$ cat config.mk
export PLATFORM = sky130hd
export DESIGN_NAME = frame_requester
export DESIGN_NICKNAME = d
export VERILOG_FILES = /design/src/rtl/frame_requester.sv
export SDC_FILE = /design/constraint.sdc
export NUM_CORES = 1
export LEC_CHECK = 0
export CAP_MARGIN = 10
export CORE_ASPECT_RATIO = 1.1
export CORE_MARGIN = 2
export CORE_UTILIZATION = 43
export DETAILED_ROUTE_END_ITERATION = 8
export PLACE_DENSITY = 0.68
export SETUP_SLACK_MARGIN = 0.05
export SLEW_MARGIN = 40
export SYNTH_ARGS = -nofsm -noshare
export SYNTH_HDL_FRONTEND = slang
export SYNTH_SLANG_ARGS = --single-unit
$ cat constraint.sdc
create_clock -name clk -period 2.65 [get_ports clk]
set_input_delay 0.3975 -clock clk [delete_from_list [all_inputs] [get_ports clk]]
set_output_delay 0.3975 -clock clk [all_outputs]
set_load 0.05 [all_outputs]
$ cat src/rtl/frame_requester.sv
// Frame requester: wraps a command in an A5/cmd/len/payload/crc frame, sends it
// byte by byte through a UART transmitter and waits for a one-byte reply.
module frame_requester #(
    parameter int unsigned MAX_PAYLOAD  = 16,
    parameter int unsigned TIMEOUT_CLKS = 2700000,
    parameter bit          WAIT_READY   = 1'b1
) (
    input  logic                     clk,
    input  logic                     rst_n,
    input  logic                     req_valid,
    output logic                     req_ready,
    input  logic [7:0]               req_cmd,
    input  logic [7:0]               req_len,
    input  logic [8*MAX_PAYLOAD-1:0] req_payload_flat,
    output logic                     resp_valid,
    output logic [7:0]               resp_byte,
    output logic [1:0]               resp_status,
    output logic                     link_up,
    output logic                     tx_dv,
    output logic [7:0]               tx_byte,
    input  logic                     tx_active,
    input  logic                     tx_done,
    input  logic                     rx_dv,
    input  logic [7:0]               rx_byte
);

    localparam int unsigned PW = 8 * MAX_PAYLOAD;
    localparam int unsigned TW = $clog2(TIMEOUT_CLKS) + 1;

    localparam logic [7:0] MAGIC      = 8'hA5;
    localparam logic [7:0] READY_BYTE = 8'h52;

    localparam logic [1:0] ST_OK      = 2'b00;
    localparam logic [1:0] ST_TIMEOUT = 2'b01;
    localparam logic [1:0] ST_BAD_LEN = 2'b10;

    typedef enum logic [2:0] {
        S_WAIT_RDY,
        S_IDLE,
        S_SEND,
        S_WAIT_TX,
        S_WAIT_RESP
    } state_t;

    state_t          r_state;
    logic [7:0]      r_cmd;
    logic [7:0]      r_len;
    logic [PW-1:0]   r_payload;
    logic [7:0]      r_crc;
    logic [7:0]      r_idx;
    logic [TW-1:0]   r_timer;
    logic            r_req_ready;
    logic            r_resp_valid;
    logic [7:0]      r_resp_byte;
    logic [1:0]      r_resp_status;
    logic            r_link_up;
    logic            r_tx_dv;
    logic [7:0]      r_tx_byte;

    logic            w_accept;
    logic            w_bad_len;
    logic [7:0]      w_in_crc;
    logic [7:0]      w_pl_sel;
    logic [7:0]      w_pl_byte;
    logic [7:0]      w_cur_byte;
    logic            w_last_sent;

    assign w_accept    = r_req_ready & req_valid;
    assign w_bad_len   = (32'(req_len) > MAX_PAYLOAD);
    assign w_last_sent = ({1'b0, r_idx} == ({1'b0, r_len} + 9'd4));

    // CRC is computed from the live inputs so it is ready the moment they are captured
    always_comb begin
        w_in_crc = req_cmd ^ req_len;
        for (int unsigned k = 0; k < MAX_PAYLOAD; k++) begin
            if (32'(k) < 32'(req_len)) begin
                w_in_crc = w_in_crc ^ req_payload_flat[k*8 +: 8];
            end
        end
    end

    // Byte index map: 0 magic, 1 cmd, 2 len, 3..len+2 payload, len+3 crc
    always_comb begin
        w_pl_sel  = r_idx - 8'd3;
        w_pl_byte = 8'h00;
        for (int unsigned k = 0; k < MAX_PAYLOAD; k++) begin
            if (w_pl_sel == 8'(k)) begin
                w_pl_byte = r_payload[k*8 +: 8];
            end
        end
        if (r_idx == 8'd0) begin
            w_cur_byte = MAGIC;
        end else if (r_idx == 8'd1) begin
            w_cur_byte = r_cmd;
        end else if (r_idx == 8'd2) begin
            w_cur_byte = r_len;
        end else if ({1'b0, r_idx} == ({1'b0, r_len} + 9'd3)) begin
            w_cur_byte = r_crc;
        end else begin
            w_cur_byte = w_pl_byte;
        end
    end

    always_ff @(posedge clk or negedge rst_n) begin
        if (!rst_n) begin
            r_state       <= WAIT_READY ? S_WAIT_RDY : S_IDLE;
            r_link_up     <= ~WAIT_READY;
            r_cmd         <= 8'h00;
            r_len         <= 8'h00;
            r_payload     <= '0;
            r_crc         <= 8'h00;
            r_idx         <= 8'h00;
            r_timer       <= '0;
            r_req_ready   <= 1'b0;
            r_resp_valid  <= 1'b0;
            r_resp_byte   <= 8'h00;
            r_resp_status <= ST_OK;
            r_tx_dv       <= 1'b0;
            r_tx_byte     <= 8'h00;
        end else begin
            r_tx_dv      <= 1'b0;
            r_resp_valid <= 1'b0;
            case (r_state)
                S_WAIT_RDY: begin
                    if (rx_dv && (rx_byte == READY_BYTE)) begin
                        r_link_up   <= 1'b1;
                        r_req_ready <= 1'b1;
                        r_state     <= S_IDLE;
                    end
                end
                S_IDLE: begin
                    r_req_ready <= 1'b1;
                    if (w_accept) begin
                        r_cmd     <= req_cmd;
                        r_len     <= req_len;
                        r_payload <= req_payload_flat;
                        r_crc     <= w_in_crc;
                        if (w_bad_len) begin
                            r_resp_valid  <= 1'b1;
                            r_resp_byte   <= 8'h00;
                            r_resp_status <= ST_BAD_LEN;
                        end else begin
                            r_req_ready <= 1'b0;
                            // Magic goes out straight away when the transmitter is free
                            if (!tx_active) begin
                                r_tx_dv   <= 1'b1;
                                r_tx_byte <= MAGIC;
                                r_idx     <= 8'd1;
                                r_state   <= S_WAIT_TX;
                            end else begin
                                r_idx   <= 8'd0;
                                r_state <= S_SEND;
                            end
                        end
                    end
                end
                S_SEND: begin
                    if (!tx_active) begin
                        r_tx_dv   <= 1'b1;
                        r_tx_byte <= w_cur_byte;
                        r_idx     <= r_idx + 8'd1;
                        r_state   <= S_WAIT_TX;
                    end
                end
                S_WAIT_TX: begin
                    if (tx_done) begin
                        if (w_last_sent) begin
                            r_timer <= '0;
                            r_state <= S_WAIT_RESP;
                        end else begin
                            r_state <= S_SEND;
                        end
                    end
                end
                S_WAIT_RESP: begin
                    // A reply arriving on the timeout cycle still wins
                    if (rx_dv) begin
                        r_resp_valid  <= 1'b1;
                        r_resp_byte   <= rx_byte;
                        r_resp_status <= ST_OK;
                        r_req_ready   <= 1'b1;
                        r_state       <= S_IDLE;
                    end else if (r_timer == TW'(TIMEOUT_CLKS - 1)) begin
                        r_resp_valid  <= 1'b1;
                        r_resp_byte   <= 8'h00;
                        r_resp_status <= ST_TIMEOUT;
                        r_req_ready   <= 1'b1;
                        r_state       <= S_IDLE;
                    end else begin
                        r_timer <= r_timer + TW'(1);
                    end
                end
                default: begin
                    r_state <= WAIT_READY ? S_WAIT_RDY : S_IDLE;
                end
            endcase
        end
    end

    assign req_ready   = r_req_ready;
    assign resp_valid  = r_resp_valid;
    assign resp_byte   = r_resp_byte;
    assign resp_status = r_resp_status;
    assign link_up     = r_link_up;
    assign tx_dv       = r_tx_dv;
    assign tx_byte     = r_tx_byte;

endmodule
# Word level (Yosys, flattened, before mapping)
# Cells that the tools add are included.
# totals
register_bits	208
input_bits	158
out_inout_bits	22
word_cells	191
# classes
n_addsub	5
n_lt_le_gt_ge	17
eq_ne	36
n_mux	85
n_bitwise	18
reduce_logical	16
# op_table
operator	n
8-bit 2-to-1 mux	47
8-bit bitwise XOR	17
23-bit 2-to-1 mux	4
8-bit by 4-bit equality test with 1-bit output, second input constant	8
4-bit by 8-bit < comparator with 1-bit output, first input constant	8
8-bit one-hot mux with 2 select lines	3
23-bit one-hot mux with 2 select lines	1
8-bit by 3-bit equality test with 1-bit output, second input constant	4
3-bit by 8-bit < comparator with 1-bit output, first input constant	4
8-bit by 2-bit equality test with 1-bit output, second input constant	3
3-bit 2-to-1 mux	8
23-bit by 1-bit adder with 23-bit output, second input constant	1
23-bit by 22-bit equality test with 1-bit output, second input constant	1
2-bit inequality test, second input constant	10
8-bit by 9-bit equality test with 1-bit output	2
8-bit by 1-bit equality test with 1-bit output, second input constant	2
8-bit logical NOT	2
1-bit by 8-bit < comparator with 1-bit output, first input constant	2
2-bit by 8-bit < comparator with 1-bit output, first input constant	2
3-bit one-hot mux with 5 select lines	1
1-bit 2-to-1 mux	13
5-bit AND reduction	2
8-bit by 2-bit adder with 9-bit output, second input constant	1
8-bit by 3-bit adder with 9-bit output, second input constant	1
other kinds (21)	30

# Depth between registers and ports, before layout
# Gate-level depths: netlist (run 1).
# depth
word_depth	33
depth_mapped	13
depth_no_buf	10

# Worst setup path after synthesis (run 1)
# Ideal clock, no wire load.
# synth_timing
path_type	register -> register
start	register r_idx[0]
end	register r_tx_byte[1], in the netlist tx_byte[1]
setup_time_ps	83
arrival_ps	2564
required_ps	2567
setup_slack_ps	3
path_stages_with_launch	12
path_buffers	2
period_less_slack_ps	2647
path_cell_list	dfrtp_1 ha_1 clkbuf_1 o31ai_1 nand3_1 a211oi_1 clkbuf_1 nor2_1 o22ai_1 a21oi_1 or4_1 o21ai_0
# synth_via
elab_chain_len	24
word_cells_on_any_way	43
classes_between	add/sub: 1; eq/ne: 18; mux: 22; reduce/logical: 2
# synth_rtl
item	line	rtl
start: declaration	50	logic [7:0] r_idx;
start signal: assignment	161	r_idx <= r_idx + 8'd1;
8-bit by 2-bit subtractor with 8-bit output	84	w_pl_sel = r_idx - 8'd3;
8-bit logical NOT	87	if (w_pl_sel == 8'(k)) begin
8-bit 2-to-1 mux (16 in series)	87	
8-bit 2-to-1 mux	97	end else if ({1'b0, r_idx} == ({1'b0, r_len} + 9'd3)) begin
8-bit 2-to-1 mux	95	end else if (r_idx == 8'd2) begin
8-bit 2-to-1 mux	93	end else if (r_idx == 8'd1) begin
8-bit 2-to-1 mux (*)	91	if (r_idx == 8'd0) begin
8-bit 2-to-1 mux (*)	158	if (!tx_active) begin
8-bit one-hot mux with 2 select lines (*)	123	case (r_state)
end signal: assignment	160	r_tx_byte <= w_cur_byte;
end: declaration	58	logic [7:0] r_tx_byte;
# Every way passes the cells marked *; elsewhere a longest branch is shown, timed or not. The select of a mux whose other input is x is not followed.
# A chain may end at the register's enable or synchronous reset.

# Worst setup path after layout (run 1)
# layout_timing
start	register r_idx[0]
end	register r_tx_byte[2], in the netlist tx_byte[2]
# Same word-level chain as after synthesis.

==> results of run 1 <==
cells in the final DEF, fill, tap and decap left out, types with 32 or more instances in the layout:
cell type,instances
xnor2_1,83
dfrtp_1,204
inv_1,32
clkdlybuf4s50_1,173
nand3_1,33
nand2_1,506
a21oi_1,52
buf_4,218
o21ai_0,93
xor2_1,50
nor2_1,84
per-layer routing:
metal	up-vias	part of all wire (%)	global-route usage (%)
met4	0	3.9	12.4
met2	705	47	53.7
met5	-	0	0
met3	122	8.2	4.36
li1	6094	-	-
met1	6511	41	44.8
final timing paths:
path                       slack, ps  startpoint       endpoint  cells after the start
max                             -160    r_idx[0]     tx_byte[2]                     12
min                              420  req_len[6]       r_len[6]                      5
max reg2reg                     -160    r_idx[0]     tx_byte[2]                     12
min reg2reg                      460     link_up        link_up                      1
max in group asynchronous       1400       rst_n  r_payload[86]                      3
min in group asynchronous        460       rst_n    r_timer[18]                      2
registers in the layout (all words and copies together) (netlist names), 2 cells and up:
register     flops
r_len            8
r_idx            8
resp_status      2
r_crc            8
r_state          3
r_payload      128
r_cmd            8
r_timer         23
tx_byte          8
resp_byte        8
power by group through the flow:
stage	registers (W)	logic [W]	clock network (W)
after floorplan	0.00528	0.00365	0
after global placement	0.00522	0.00665	0
after detailed placement	0.00526	0.00674	0
after CTS	0.00522	0.00709	0.00344
after global routing	0.00537	0.00808	0.00358
final	0.00529	0.00752	0.00340
final cells by class:
| type | count | area, um2 | area share, % |
|---|---|---|---|
| Clock buffer | 36 | 757 | 4.24 |
| Clock inverter | 9 | 63.8 | 0.357 |
| Inverter | 34 | 131 | 0.735 |
| Multi-Input combinational cell | 1250 | 7460 | 41.8 |
| Sequential cell | 208 | 5210 | 29.2 |
| Tap cell | 374 | 468 | 2.62 |
| Timing Repair Buffer | 422 | 3780 | 21.1 |
cell families (layout without fill, tap and decap cells):
| family | count (synthesis) | after routing | share of synthesized area [%] |
|---|---|---|---|
| AOI/OAI and AO/OA | 340 | 340 | 17.3 |
| xor gates and xnor gates | 150 | 150 | 11.1 |
| adders and majority gates | 10 | 10 | 0.944 |
| buffers and inverters | 132 | 501 | 4.36 |
| DFF | 208 | 208 | 40.9 |
| muxes | 11 | 11 | 0.875 |
| and+or+nand+nor | 738 | 739 | 24.5 |
through the flow:
stage | hold slack (ps) | TNS, ps | cells | cell area [um2] | power, W
floorplan | 102 | 0 | 1589 | 12800 | 0.00894
global placement | 449 | -12060 | 2256 | 16300 | 0.0119
detailed placement | 452 | -13250 | 2256 | 16300 | 0.0120
CTS | 422 | -272 | 2319 | 17500 | 0.0158
global route | 438 | -2410 | 2333 | 17900 | 0.0170
finish | 418 | -891 | 2333 | 17900 | 0.0162
timing repair:
item / 4_1_cts / 5_1_grt
gates cloned: 2 / 0
setup endpoints to repair: 23 / 41
pin swaps: 29 / 47
hold buffers: 1 / 0
endpoints found under the hold margin: 72 / 0
resized for setup: 74 / 66
setup buffers: 16 / 15
critical path, cell delays in order (launching register included):
cell	delay, ps
dfrtp_2	450
buf_6	140
ha_4	170
o31ai_2	270
nand3_2	210
buf_4	200
a211oi_4	210
buf_6	160
a32oi_2	110
a21o_1	190
o32a_1	250
a21oi_2	220
o21ai_1	90
==> out/qor.txt, run 1 <==
Number of synthesized flops with an enable pin = 0
Fin. max-slew vios = 0
Routed Antenna Nets = 0
CTS Buf Count = 25
Clock Path Buffers = 3
Worst skew pair latency = 540 ps
Aggregate global routing overflow = 0
Critical path class = flop to flop
Setup WS post-layout = -162 ps
Mean Syn Cell Area = 8.01 um2
Synth top area share = 40.9%
Core Rows = 66
Overall routing resource usage = 32.9%
RSZ-0062 raised after global routing = true
Most common flop cell mapped by yosys = dfrtp_1
Die height = 184 um
Pre-antenna DRT Iters = 6
FMAX = 0.356 GHz
Sequential share of power = 32.6%
WP data arrival = 3220 ps
Layout net count = 2107
Routed WL per cell = 22.3 um
Distinct cells, synth = 82
Syn Nets = 1755
CTS HTree Levels = 1
Top cells by count, synth = nand2_1 (511), dfrtp_1 (208), o21ai_0 (113)
Final wirelength = 52100 um
Area growth from synthesis to layout = 40.4%
CTS Sinks = 208
First-pass GRT wire length = 77300 um
Placer Congestion = 0.994
Share of layout cells above drive strength 1 = 20.2%
CTS tree = built
Rel. slew slack = 46.4%
Initial Utilization = 43.4%
Leakage = 8.32 nW
Pin count of the biggest net entering global routing = 156
Seq cells post-synth = 208
Dpl hpwl = 38900 um
Cells after Synth = 1589
# IOs = 180
Pwr Density = 907 nW/um2
Seq/Total Area, Yosys = 40.9%
Setup WS pre-CTS = -707 ps
Max FO, Critical Path = 6
Internal = 0.00957 W
Sw Share = 41.0%
Worst setup SP type = flop
Die Wd = 168 um
Tmin final = 2810 ps
Clock share of power = 21.0%
1st-iter DRT viols = 1485
Max VDD drop = 0.000468 V
FILL cells = 2579
Maxcap violations = 0
Largest area contributor in the netlist = dfrtp_1
Final-report setup violation count = 8
Die Area = 31000 um2
Status = finished with violations
Clk slew on worst S/H paths = 60 ps
Comb pwr share = 46.4%
Synth async-reset ratio = 100%
Drt drc = 0
Final period util = 106%
Setup crit end kind = flop
Core area = 29300 um2
Fin util = 61.0%
WP data required = 3050 ps
Number of global-route vias before repair = 12.9k
Switching power = 0.00664 W
Class of the worst hold path = input port to flop
Most used standard cell by instance count after synthesis = nand2_1
Top post-synthesis cells by area = dfrtp_1 (41%), nand2_1 (15%), xnor2_1 (6.1%), o21ai_0 (4.4%), xor2_1 (3.6%)
Vias per inst = 5.76
Violated checks = negative setup slack
Vias = 13.4k
Synth Cell Area = 12700 um2
Initial antenna violation count = 0
Diode count = 0
Port Buffer Count = 179
Tightest Pin Transition = 804 ps
Root buffer cell = clkbuf_16
Final Skew = 16.3 ps
Hold Vio Cnt, Final = 0
Synth Warn # = 0
(Power assumes the default switching activity.)
==> inputs of run 2 (changes only) <==
CAP_MARGIN = unset   (was 10)
==> results of run 2 <==
Final layout, timing and power as in run 1 (identical DEF).
